--- config.mk ---
export PLATFORM = sky130hd
export DESIGN_NAME = mem_port_arbiter
export DESIGN_NICKNAME = d
export VERILOG_FILES = /design/src/rtl/mem_port_arbiter.sv
export SDC_FILE = /design/constraint.sdc
export NUM_CORES = 1
export LEC_CHECK = 0
export ABC_AREA = 1
export CAP_MARGIN = 20
export CORE_MARGIN = 2
export CORE_UTILIZATION = 48
export DETAILED_ROUTE_END_ITERATION = 12
export MAX_ROUTING_LAYER = met4
export PLACE_DENSITY = 0.89
export SLEW_MARGIN = 30
export SYNTH_ARGS = -nofsm -noshare
export SYNTH_HDL_FRONTEND = slang
export SYNTH_SLANG_ARGS = --single-unit
--- constraint.sdc ---
create_clock -name CLK -period 4.53 [get_ports CLK]
set_clock_uncertainty 0.05 [all_clocks]
set_input_delay 0.906 -clock CLK [delete_from_list [all_inputs] [get_ports CLK]]
set_output_delay 0.906 -clock CLK [all_outputs]
set_load 0.05 [all_outputs]
--- src/rtl/mem_port_arbiter.sv ---
// Two-port round-robin arbiter in front of a single-port memory.
// Port 0 is the CPU path, port 1 the loader/DMA. A requester may hold
// the grant for a bounded burst through its lock input. Each access
// runs through IDLE -> ACCESS -> (WAIT for reads) -> DONE.
module mem_port_arbiter #(
  parameter int AW       = 16,
  parameter int DW       = 16,
  parameter int RD_LAT   = 1,
  parameter int MAX_LOCK = 8
) (
  input  logic          CLK,
  input  logic          reset,
  input  logic          req0,
  input  logic          we0,
  input  logic [AW-1:0] addr0,
  input  logic [DW-1:0] wdata0,
  input  logic          lock0,
  input  logic          req1,
  input  logic          we1,
  input  logic [AW-1:0] addr1,
  input  logic [DW-1:0] wdata1,
  input  logic          lock1,
  output logic          ack0,
  output logic          ack1,
  output logic [DW-1:0] rdata,
  output logic          grant,
  output logic          MemRead,
  output logic          MemWrite,
  output logic [AW-1:0] ADDR,
  output logic [DW-1:0] dataIn,
  input  logic [DW-1:0] MemOut
);

  typedef enum logic [1:0] {IDLE, ACCESS, WAIT, DONE} state_t;

  localparam logic [7:0] LOCK_MAX  = 8'(MAX_LOCK);
  localparam logic [1:0] WAIT_INIT = 2'(RD_LAT - 1);

  state_t        state, state_nx;
  logic          last_grant;
  logic          lock_prev;
  logic [7:0]    lock_cnt;
  logic [1:0]    wait_cnt;
  logic          lat_we;
  logic [AW-1:0] lat_addr;
  logic [DW-1:0] lat_wdata;
  logic          win;

  // Winner: a lone requester wins; on a tie the previous owner keeps the
  // port while its lock window is open, otherwise the other port wins.
  always_comb begin
    win = 1'b0;
    if (req0 && !req1)
      win = 1'b0;
    else if (req1 && !req0)
      win = 1'b1;
    else if (lock_prev && (lock_cnt < LOCK_MAX))
      win = last_grant;
    else
      win = ~last_grant;
  end

  // State register.
  always_ff @(posedge CLK or negedge reset) begin
    if (!reset)
      state <= IDLE;
    else
      state <= state_nx;
  end

  // Next-state and memory/ack outputs; strobes are decoded from state so
  // an asynchronous reset drops them in the same cycle.
  always_comb begin
    state_nx = state;
    MemRead  = 1'b0;
    MemWrite = 1'b0;
    ADDR     = '0;
    dataIn   = '0;
    ack0     = 1'b0;
    ack1     = 1'b0;
    case (state)
      IDLE: begin
        if (req0 || req1)
          state_nx = ACCESS;
      end
      ACCESS: begin
        ADDR = lat_addr;
        if (lat_we) begin
          MemWrite = 1'b1;
          dataIn   = lat_wdata;
          state_nx = DONE;
        end else begin
          MemRead  = 1'b1;
          state_nx = WAIT;
        end
      end
      WAIT: begin
        if (wait_cnt == 2'd0)
          state_nx = DONE;
      end
      DONE: begin
        ack0     = ~grant;
        ack1     = grant;
        state_nx = IDLE;
      end
      default: state_nx = IDLE;
    endcase
  end

  // Datapath: latch the winner's request, count read latency, capture
  // read data and update round-robin / lock bookkeeping on completion.
  always_ff @(posedge CLK or negedge reset) begin
    if (!reset) begin
      grant      <= 1'b0;
      last_grant <= 1'b1;
      lock_prev  <= 1'b0;
      lock_cnt   <= '0;
      wait_cnt   <= '0;
      lat_we     <= 1'b0;
      lat_addr   <= '0;
      lat_wdata  <= '0;
      rdata      <= '0;
    end else begin
      case (state)
        IDLE: begin
          if (req0 || req1) begin
            grant     <= win;
            lat_we    <= win ? we1    : we0;
            lat_addr  <= win ? addr1  : addr0;
            lat_wdata <= win ? wdata1 : wdata0;
          end
        end
        ACCESS: wait_cnt <= WAIT_INIT;
        WAIT: begin
          if (wait_cnt == 2'd0)
            rdata <= MemOut;
          else
            wait_cnt <= wait_cnt - 2'd1;
        end
        DONE: begin
          last_grant <= grant;
          lock_prev  <= grant ? lock1 : lock0;
          if (grant == last_grant)
            lock_cnt <= (lock_cnt == LOCK_MAX) ? lock_cnt : lock_cnt + 8'd1;
          else
            lock_cnt <= 8'd1;
        end
        default: ;
      endcase
    end
  end

endmodule

==> flow_summary.ini, run 1 <==
[floorplanning]
fp.dieH_um = 92.2
start_util_pct = 48.9
die_x_um = 92.2
ios = 141
dieArea_um2 = 8510
coreArea_um2 = 7650
std_cell_rows = 32

[outcome]
status = completed

[finish]
multi_input_area_um2 = 1580
antenna_cells = 0
nFillCells = 631
areaGrowthSynthToFinish_pct = 44.7
fin_nets = 775
final_cells = 786
seq_area_um2 = 1600
drive_gt1_share_pct = 4.97

[timing]
slew_viol_final = 0
worstMarginPinSlew_ns = 0.694
fmax_mhz = 248
finalSetupViolations = 0
rsz0062_at_grt = false
hold_viol = 0
maxSlewHeadroom_pct = 53.7
post-route-period-util_pct = 89.1
finalWorstSetupSlack_ns = 0.493
min_period_ns = 4.04
setup_tns_ns = 0

[critical_path]
rr_startpoint = state[1]
required_ns = 3.57
critPathKind = flop to primary output
start_kind = flop
r2r_setup_slack_ns = 2.18
worstPathArrival_ns = 3.08
r2r-end = state[0]
endpoint_kind = primary output
r2r_cells = 6
path_max_fanout = 18

[routing]
dr.pass1.iters = 5
wirelength_met1_um = 4020
wl_um = 9730
wl_per_cell_um = 12.4
met2_length_um = 4920
highest_layer = met4
met3_wirelength_um = 643
vias_per_cell = 4.87
route.detailed.drc = 0
via_count = 3824
antenna_left = 0
drt_iter0_drc = 165

[placement]
pre_cts_ws_ns = 0.837
dpl.hpwl_um = 7030
dp_cells = 770
portBuffers = 140
place_congestion = 0.846

[synthesis]
syn_area_per_cell_um2 = 6.82
yosys_warnings = 0
ys_ff_latch = 64
syn-num-nets = 644
synth_top_cell_by_area = dfrtp_1
syn_inst = 548
synth.distinct_cells = 25
yosys.area.top_type_share_pct = 42.2
synth_area_um2 = 3740
synth-seq-area-share_pct = 42.9
synth_area_leaders = dfrtp_1 42%, nand2_1 16%, nand3_1 15%, inv_1 12%, nor2_1 2.8%

[grt]
grt_max_degree = 47
grt_usage_pct = 24.9
grt_antenna_before_repair = 0
grt_pass1_wl_um = 16600
grt_pass1_vias = 3727
overflow = 0

[pwr]
power.total_mw = 3.50
ir_drop_mv = 0.354
powerDensity_nw_per_um2 = 648
leakagePower_nw = 2.91

[hold_path]
min_path_type = flop to flop
hold_depth = 2
holdCritStartpoint = rdata[6]
min_to = rdata[6]

[clocking]
cts.sinks = 64
cts_resized = 0
cts_made_buffers = 9
clk_pin_slew_ns = 0.07
hold_buffers = 0
clock_latency_ns = 0.34
htree_levels = 3
post_cts_buffers = 0
cts_tree = done
cts_root_buf = clkbuf_8
cts_buffer_depth = 2

[job]
maxCapViolations = 0
## layout make-up
cell class / count / area share [%]
clock buffer: 14 / 3.38
tap: 102 / 2.36
timing repair buffer: 144 / 26.4
clock inverter: 2 / 0.648
multi-input combinational: 339 / 29.2
inverter: 121 / 8.40
sequential: 64 / 29.6
## worst max-delay path: stages, from the launching register on
cell and delay, ns:
dfrtp_1 0.41, inv_1 0.13, ha_1 0.57, nand2_1 0.55, nor2_1 0.24, clkdlybuf4s50_1 0.84
## registers in the layout (all words and copies together) (netlist names)
name	flops
lat_addr	16
grant	1
rdata	16
wait_cnt	2
lock_prev	1
last_grant	1
lat_wdata	16
state	2
lat_we	1
lock_cnt	8
## through the flow
step,area [um2],utilization (%),hold WS [ns]
floorplan,3740,-,0.399
global placement,5180,67.8,0.411
detailed placement,5190,67.9,0.414
CTS,5410,70.7,0.430
global route,5410,70.7,0.442
finish,5410,70.7,0.428
## how the worst max path moves through the flow
stage	start	end	slack [ns]	cells after the start
final	state[1]	dataIn[13]	0.49	5
after floorplan	state[1]	dataIn[10]	1.62	6
after global routing	state[1]	dataIn[13]	0.22	5
after CTS	state[1]	dataIn[13]	0.43	5
after detailed placement	state[1]	dataIn[13]	0.84	5
after global placement	state[1]	dataIn[12]	0.99	5
## Yosys cell counts (all sizes together)
master  count
a21o        1
a21oi       1
a31oi       2
buf         7
clkbuf     17
clkinv      2
dfrtp      63
dfstp       1
ha          8
inv       119
nand2     165
nand3     111
nand4       1
nor2       28
nor3        1
o211ai      1
o21ai      15
o22ai       1
o31ai       1
or2         2
xnor2       1
## power breakdown
group / internal (mW) / switching (mW) / leakage [nW]
Combinational: 0.645 / 1.35 / 2.01
Sequential: 0.834 / 0.158 / 0.792
Clock: 0.314 / 0.205 / 0.113
Total: 1.79 / 1.71 / 2.91
## cell usage in the layout, fill, tap and decap left out
cell / instances
nand2_1: 162
clkdlybuf4s50_1: 139
inv_1: 118
nand3_1: 110
dfrtp_1: 63
nor2_1: 28
clkbuf_8: 13
o21ai_0: 12
ha_1: 8
buf_4: 4
nand2_2: 3
o21ai_2: 3
inv_2: 2
a31oi_1: 2
or2_2: 2
clkinv_1: 1
a21oi_1: 1
nand4_1: 1
nand3_2: 1
o211ai_1: 1
nor3_1: 1
a21o_1: 1
xnor2_2: 1
o31ai_4: 1
o22ai_1: 1
clkbuf_1: 1
bufinv_16: 1
clkinv_2: 1
buf_2: 1
dfstp_2: 1
## logic make-up after synthesis
family	after synthesis	synth area share, %
DFF	64	42.9
adders and majority gates	8	2.68
xor gates and xnor gates	1	0.435
AOI/OAI and AO/OA	22	3.92
buffers and inverters	145	15.0
and+or+nand+nor	308	35.1
## metal layers
metal,vias up,global-route usage [%]
met5,-,-
met4,0,9.70
met3,13,4.85
met2,144,41.1
met1,1751,30.3
li1,1916,-
Power figures use the tool's default switching activity.
==> run 2, diff against run 1 <==
clock period = 5 ns   (was 4.53 ns; I/O delays follow)
==> run 2 against run 1 <==
Sequential power decreased by 9.3%. Global-route usage fell by 0.059 points. Non-clock buffer count unchanged. Flip-flop and latch count unchanged. Critical endpoint is now dataIn[0]. Largest cell class unchanged. Highest routed layer unchanged.
==> flow_summary.ini, run 2 (same netlist as run 1, synthesis figures left out) <==
[critical_path]
cp_num_buf_inv = 2
cpPeakStageDelay_ns = 0.83
worstPathArrival_ns = 3.14
crit_path_top_delay_cell = clkdlybuf4s50_1
crit_family = buffers and inverters
critPathKind = flop to primary output
start_kind = flop
path_cells = inv_1 > ha_1 > nand2_1 > nor2_1 > clkdlybuf4s50_1
required_ns = 3.95
endpoint_kind = primary output
path_max_fanout = 18

[clocking]
clk_pin_slew_ns = 0.07
cts_made_buffers = 9
htree_levels = 3
cts_tree = done
cts_buffer_depth = 2
hold_buffers = 0
cts_resized = 0
clock_latency_ns = 0.33
post_cts_buffers = 0
cts_root_buf = clkbuf_8
cts.sinks = 64

[timing]
fin_hold_ws_ns = 0.429
setup_tns_ns = 0
finalSetupViolations = 0
slew_viol_final = 0
hold_viol = 0
min_period_ns = 4.19
finalWorstSetupSlack_ns = 0.813
post-route-period-util_pct = 83.7
rsz0062_at_grt = false
maxSlewHeadroom_pct = 48.4
fmax_mhz = 239
worstMarginPinSlew_ns = 0.775

[routing]
vias_per_cell = 4.90
route.detailed.drc = 0
wl_um = 9700
via_count = 3853
wl_per_cell_um = 12.3
wirelength_met1_um = 3890
highest_layer = met4
dr.pass1.iters = 6
antenna_left = 0
drt_iter0_drc = 172
met3_wirelength_um = 640
met2_length_um = 5030

[finish]
antenna_cells = 0
seq_area_um2 = 1600
fin_nets = 775
final_common_cell = nand2_1
final_cells = 786
reg.largest.list = lat_addr (16), lat_wdata (16), rdata (16)
areaGrowthSynthToFinish_pct = 44.4
nFillCells = 608
multi_input_area_um2 = 1580
final_cell_mix = 162 x nand2_1, 139 x clkdlybuf4s50_1, 118 x inv_1
drive_gt1_share_pct = 4.97

[pwr]
ir_drop_mv = 0.316
leakagePower_nw = 2.90
powerDensity_nw_per_um2 = 582

[grt]
grt_usage_pct = 24.8
grt_pass1_vias = 3824
overflow = 0
grt_antenna_before_repair = 0
grt_max_degree = 65
grt_pass1_wl_um = 16700

[placement]
dpl.hpwl_um = 6930
pre_cts_ws_ns = 1.18
dp_cells = 770
place_congestion = 0.854
portBuffers = 140

[hold_path]
min_path_type = flop to flop

[floorplanning]
coreArea_um2 = 7650
std_cell_rows = 32
ios = 141
die_x_um = 92.2
fp.dieH_um = 92.2
start_util_pct = 48.9
dieArea_um2 = 8510

[outcome]
status = completed

[job]
maxCapViolations = 0
## run 2: changes by cell type in the layout (fill, tap and decap cells not counted), sizes merged
| cell | delta |
|---|---|
| bufinv | -1 |
| clkbuf | +1 |
| clkinv | -1 |
| clkinvlp | +1 |
## run 2: final timing paths
check	startpoint	endpoint	slack (ns)	depth (start not counted)
worst max-delay path	state[1]	dataIn[0]	0.81	5
worst min-delay path	rdata[3]	rdata[3]	0.43	2
worst max register to register	state[1]	state[0]	2.68	6
worst min register to register	rdata[3]	rdata[3]	0.43	2
max in group asynchronous	reset	lat_wdata[11]	3.61	2
min in group asynchronous	reset	rdata[0]	0.78	2
## run 2: worst register-to-register path, stage by stage, from the launching register on
cell     delay (ns)
dfrtp_1        0.41
inv_1          0.14
ha_1           0.59
nand2_1        0.57
o21ai_0        0.30
o21ai_0        0.09
o21ai_0        0.09
## run 2: where the power goes
group          total [mW]  switching, mW  internal [mW]
Sequential          0.900          0.144          0.756
Clock               0.429          0.180          0.248
Combinational        1.81           1.23          0.585
Total                3.14           1.55           1.59
## run 2: final cells by class
class                   count  area share [%]
clock inverters             1           0.139
flip-flops and latches     64            29.7
multi-input cells         339            29.3
inverters                 121            8.42
repair buffers            144            26.4
clock buffers              15            3.64
well taps                 102            2.37
## run 2: metal layers
metal,global-route usage (%),vias up
li1,-,1917
met1,29.3,1773
met2,42.3,150
met3,4.77,13
met4,9.20,0
met5,-,-
## run 2: stage by stage
step	cell area, um2	total power [mW]	util [%]
floorplan	3740	2.15	-
global placement	5180	2.65	67.8
detailed placement	5190	2.72	67.9
CTS	5390	3.15	70.5
global route	5390	3.37	70.5
finish	5390	3.14	70.5
